--- src/rtl/poly_bank_loader.sv ---
// poly_bank_loader: streams N coefficients, reduces them mod Q and writes them into four radix-4 conflict-free banks
module poly_bank_loader #(
  parameter int DATA_WIDTH = 14,
  parameter int Q          = 12289,
  parameter int N          = 1024,
  parameter int LOGN       = 10,
  parameter int ADDR_W     = 8
) (
  input  logic                  clk,
  input  logic                  rst,
  input  logic                  load_start,
  input  logic                  in_valid,
  output logic                  in_ready,
  input  logic [DATA_WIDTH-1:0] in_data,
  output logic [3:0]            bank_we,
  output logic [ADDR_W-1:0]     bank_addr,
  output logic [DATA_WIDTH-1:0] bank_din,
  output logic                  ntt_start,
  output logic                  busy,
  output logic                  range_err
);
  typedef enum logic [1:0] {IDLE, LOAD, FLUSH, START} state_t;
  localparam logic [DATA_WIDTH-1:0] QV = DATA_WIDTH'(Q);
  state_t                state_q, state_d;
  logic [LOGN-1:0]       count_q, count_d;
  logic [3:0]            we_q, we_d;
  logic [ADDR_W-1:0]     addr_q, addr_d;
  logic [DATA_WIDTH-1:0] din_q, din_d;
  logic                  busy_q, busy_d;
  logic                  rerr_q, rerr_d;
  logic                  hs, over;
  logic [1:0]            bank;
  // bank is the base-4 digit sum of the accept index, wrapping mod 4
  always_comb begin
    bank = '0;
    for (int k = 0; k < LOGN / 2; k++) bank = bank + count_q[2*k +: 2];
  end
  // next-state, handshake and registered write-port inputs
  always_comb begin
    in_ready = state_q == LOAD;
    hs       = in_valid & in_ready;
    over     = in_data >= QV;
    state_d  = state_q;
    count_d  = count_q;
    busy_d   = busy_q;
    rerr_d   = rerr_q;
    case (state_q)
      IDLE: if (load_start) begin
        state_d = LOAD;
        count_d = '0;
        rerr_d  = 1'b0;
        busy_d  = 1'b1;
      end
      LOAD: if (hs) begin
        if (count_q == LOGN'(N - 1)) state_d = FLUSH;
        else count_d = count_q + 1'b1;
        if (over) rerr_d = 1'b1;
      end
      FLUSH: state_d = START;
      default: begin
        state_d = IDLE;
        busy_d  = 1'b0;
      end
    endcase
    we_d   = hs ? 4'b0001 << bank : 4'b0000;
    addr_d = hs ? ADDR_W'(count_q[LOGN-1:2]) : addr_q;
    din_d  = hs ? (over ? in_data - QV : in_data) : din_q;
  end
  // state and write-port registers, cleared asynchronously while rst is low
  always_ff @(posedge clk or negedge rst) begin
    if (!rst) begin
      state_q <= IDLE;
      count_q <= '0;
      we_q    <= '0;
      addr_q  <= '0;
      din_q   <= '0;
      busy_q  <= 1'b0;
      rerr_q  <= 1'b0;
    end else begin
      state_q <= state_d;
      count_q <= count_d;
      we_q    <= we_d;
      addr_q  <= addr_d;
      din_q   <= din_d;
      busy_q  <= busy_d;
      rerr_q  <= rerr_d;
    end
  end
  assign bank_we   = we_q;
  assign bank_addr = addr_q;
  assign bank_din  = din_q;
  assign busy      = busy_q;
  assign range_err = rerr_q;
  assign ntt_start = state_q == START;
endmodule
--- config.mk ---
export PLATFORM = sky130hd
export DESIGN_NAME = poly_bank_loader
export DESIGN_NICKNAME = d
export VERILOG_FILES = /design/src/rtl/poly_bank_loader.sv
export SDC_FILE = /design/constraint.sdc
export NUM_CORES = 1
export LEC_CHECK = 0
export CAP_MARGIN = 25
export CORE_MARGIN = 1.5
export CORE_UTILIZATION = 65
export DETAILED_ROUTE_END_ITERATION = 10
export DONT_BUFFER_PORTS = 1
export PLACE_DENSITY = 0.81
export SYNTH_ARGS = -nofsm -noshare
export SYNTH_HDL_FRONTEND = slang
export SYNTH_SLANG_ARGS = --single-unit
export TNS_END_PERCENT = 20
--- constraint.sdc ---
create_clock -name clk -period 4.4 [get_ports clk]
set_input_delay 0.88 -clock clk [delete_from_list [all_inputs] [get_ports clk]]
set_output_delay 0.88 -clock clk [all_outputs]
set_load 0.01 [all_outputs]
# After elaboration in Yosys (flattened, before gate mapping)
# Cells that the tools add are included.
[totals]
wordCells = 49
input_bits = 18
out_inout_bits = 30
reg_bits = 40
[classes]
eq_ne = 9
order_cmp = 1
reduce_logical = 7
addsub = 6
shift = 1
n_bitwise = 2
muxes = 16
[op_table]
columns = ["operator", "count"]
rows = [
  ["$mux 10", 3],
  ["$pmux 10 s2", 1],
  ["$ge 14x14->1 const B", 1],
  ["$mux 14", 1],
  ["$sub 14x14->14 const B", 1],
  ["$add 10x1->10 const B", 1],
  ["$eq 10x10->1 const B", 1],
  ["$add 2x2->2", 4],
  ["$reduce_and 4->1", 2],
  ["$mux 2", 3],
  ["$ne 2x1->1 const B", 3],
  ["$pmux 2 s3", 1],
  ["$eq 2x2->1 const B", 2],
  ["$mux 1", 4],
  ["$mux 4", 1],
  ["$ne 2x2->1 const B", 2],
  ["$pmux 1 s2", 2],
  ["$shl 1x2->4 const A", 1],
  ["$reduce_and 3->1", 1],
  ["$eq 2x1->1 const B", 1],
  ["$logic_not 2->1", 1],
  ["$reduce_and 2->1", 1],
  ["$reduce_bool 2->1", 1],
  ["$reduce_or 2->1", 1],
  ["other kinds (2)", 2],
]

# Logic depth before layout (Yosys ltp)
[depth]
depth_word = 6
mapped_depth = 8
mapped_depth_nobuf = 8

# Worst setup path before layout
# OpenSTA, ideal clock, no wires.
[synth_timing]
path_type = "register -> register"
from = "register count_q[0]"
to = "register we_q[1] (netlist: bank_we[1])"
stages_incl_launch_ff = 9
path_slack_ns = 1.807
t_arrival_ns = 2.461
period_less_slack_ns = 2.593
path_cell_list = "dfrtp_1 > fa_1 > inv_1 > fa_1 > fa_1 > xor2_1 > xnor2_1 > xor2_1 > nor3_1"
[synth_via]
elab_chain_len = 6
[synth_lines]
columns = ["element", "line_no", "text"]
rows = [
  ["from (decl)", "25", "logic [LOGN-1:0] count_q, count_d;"],
  ["from (signal assigned)", "81", "count_q <= count_d;"],
  ["$add 2x2->2 (4 in series)", "36", "for (int k = 0; k < LOGN / 2; k++) bank = bank + count_q[2*k +: 2];"],
  ["$shl 1x2->4", "65", "we_d = hs ? 4'b0001 << bank : 4'b0000;"],
  ["$mux 4", "65", ""],
  ["via we_d[1]", "26", "logic [3:0] we_q, we_d;"],
  ["to (signal assigned)", "82", "we_q <= we_d;"],
  ["to (decl)", "26", ""],
]
# The timed path passes the listed nets, and every way through them passes these cells.
# A chain may end at the register's enable or synchronous reset.

# Worst setup path after layout
[layout_timing]
from = "register count_q[2]"
to = "register we_q[1] (netlist: bank_we[1])"
# The elaborated chain is that of the path after synthesis.

==> results.tsv <==
metric	value	unit
design_area	2340	µm²
syn_area	2230	µm²
num-fill-cells	273	
worst-path-buf-inv	1	
final_util	0.707	
maxSlewViolCount	0	
setup_violations	0	
hold_path_class	primary input to async pin	
gp_congestion	0.800	
dieArea	3800	µm²
max_stage_delay	540	ps
antenna_cells	0	
max_cap_viol_count	0	
vias	1854	
cp_data_arrival_time	3030	ps
post_cts_resized	0	
crit_slowest_cell	fa_1	
numCtsBuffers	5	
netlist_instances	243	
start_kind	register	
async_flop_share	1.00	
htreeDepth	2	
wl_per_cell	15.8	µm
power.density	520	nW/µm²
yosysSeqAreaShare	0.448	
cts_tree	done	
rsz0062_at_grt	false	
wl_met2	2090	µm
synth_ff_type	dfrtp_1	
core_area	3310	µm²
viasPerCell	6.44	
hpwl	3240	µm
grtUsageTotal	0.252	
p_leak	0.978	nW
fin_nets	269	
ctsHoldBuffers	0	
drc	0	
r2r-start	count_q[2]$_DFFE_PN0P_	
fp.dieW	61.6	µm
hold_viol_final	0	
syn_area_per_cell	9.20	µm²
path_class	register to register	
cp_top_family	adder cells	
pin_count	48	
antenna_left	0	
crit_required	4610	ps
status	completed	
wl_met1	2090	µm
area_growth_syn_to_layout	4.70	%
clk_pin_slew	130	ps
grt_pass1_wl	7110	µm
worst_pin_slew	1020	ps
routed.top_layer	met4	
place_area	2260	µm²
cp_common_cell	fa_1	
io_buffer_count	0	
synth_cell_types	46	
timing.fmax	0.355	GHz
cts_buffer_depth	2	
grt-ovfl-total	0	
wl_met3	292	µm
clock_sinks	40	
fin_crit	2820	ps
num_rows	21	
synth-edff-count	0	
period_share	0.640	
post_cts_buffers	0	
synth_nets	271	
dr.pass1.iters	5	
setup_ws	1580	ps
clk_latency	350	ps
cts_root_buffer	clkbuf_4	
grt_start_max_net_pins	41	
grt_pass1_vias	1550	
synth_seq_cells	40	
crit_start	count_q[2]$_DFFE_PN0P_	
relSlewSlack	0.317	
die_y	61.6	µm
vdd_drop_max	0.261	mV
path_cells	fa_1 -> inv_1 -> fa_1 -> fa_1 -> xor2_1 -> xnor2_1 -> xor2_1 -> nor3_1	
cp-end-kind	register	
start_util	0.675	
drt_iter0_drc	119	
pre_cts_ws	1380	ps
yosys_warnings	0	
drive_gt1_frac	0.0620	
path_max_fanout	7	
wl	4540	µm
tns	0	ps
grt_antenna_before_repair	0	
finClkSkew	12.2	ps
[registers in the layout, summed over array words and instances, names as in the netlist]
signal / cells
bank_din: 14
count_q: 10
bank_addr: 8
bank_we: 4
state_q: 2
busy: 1
range_err: 1
[where the power goes]
part	leakage [nW]	switching [W]	total [W]	internal, W
logic	0.452	0.000237	0.000432	0.000194
registers	0.485	0.0000977	0.000541	0.000443
clock network	0.0412	0.000125	0.000244	0.000118
total	0.978	0.000460	0.00122	0.000755
[through the flow]
stage | total power, W | hold WS (ps) | std cells
finish | 0.00122 | 200 | 288
detailed placement | 0.000977 | 525 | 280
global placement | 0.000941 | 523 | 280
global route | 0.00131 | 182 | 288
CTS | 0.00122 | 186 | 288
floorplan | 0.000885 | 493 | 243
[synthesized netlist by cell type (2+ instances only)]
library cell | instances | area, µm²
or4_1 | 8 | 60.1
a31oi_1 | 11 | 68.8
clkbuf_1 | 7 | 26.3
nand3b_1 | 4 | 30.0
o211ai_1 | 2 | 15.0
nand2_1 | 39 | 146
nor3_1 | 6 | 30.0
nand4_1 | 2 | 12.5
and3_1 | 4 | 25.0
o21ai_0 | 11 | 55.1
ha_1 | 7 | 87.6
fa_1 | 3 | 60.1
a21oi_1 | 5 | 25.0
xnor2_1 | 5 | 43.8
nor2_1 | 20 | 75.1
nor4_1 | 5 | 31.3
o41ai_1 | 4 | 35.0
dfrtp_1 | 40 | 1000
nand3_1 | 6 | 30.0
nor2b_1 | 2 | 12.5
xor2_1 | 2 | 17.5
o31ai_1 | 5 | 37.5
inv_1 | 11 | 41.3
or3_1 | 6 | 37.5
o311ai_0 | 2 | 17.5
buf_2 | 2 | 10.0
mux2i_1 | 5 | 50.1
[cell type report]
type / instances / area [µm²] / area share
clock buffers: 5 / 37.5 / 0.0160
clock inverters: 3 / 42.5 / 0.0182
inverters: 11 / 41.3 / 0.0176
multi-input cells: 182 / 1150 / 0.493
flip-flops and latches: 40 / 1000 / 0.428
well taps: 46 / 57.6 / 0.0246
repair buffers: 1 / 7.51 / 0.00321
[cells by family after synthesis]
kind of cell | count (synthesis) | share of synthesized area
mux | 6 | 0.0274
compound gates | 46 | 0.134
xor+xnor | 7 | 0.0274
flops | 40 | 0.448
buf+inv | 21 | 0.0364
fa+ha+maj | 10 | 0.0661
simple gates | 113 | 0.260
[metal layers]
layer  vias up  global-route usage
met4         0               0.103
met3         9              0.0546
met2        65               0.382
met5         -                   0
met1       908               0.351
li1        872                   -
[worst paths after layout]
| check | endpoint | slack [ps] | cells after the start |
|---|---|---|---|
| max | bank_we[1]$_DFF_PN0_ | 1580 | 8 |
| min | state_q[0]$_DFFE_PN0P_ | 200 | 0 |
| max reg2reg | bank_we[1]$_DFF_PN0_ | 1580 | 8 |
| min reg2reg | bank_din[12]$_DFFE_PN0P_ | 550 | 2 |
| max in group asynchronous | bank_din[5]$_DFFE_PN0P_ | 4110 | 0 |
| min in group clk | bank_din[12]$_DFFE_PN0P_ | 550 | 2 |
[layout by cell type (no fill, tap or decap), drive strengths merged, types with 6 or more instances in the layout]
cell   instances
dfrtp         40
nand2         39
nor2          20
o21ai         12
inv           11
a31oi         11
or4            8
ha             7
or3            7
nor3           6
nand3          6
nor4           6
No activity file was read; power rests on OpenSTA's default activity.
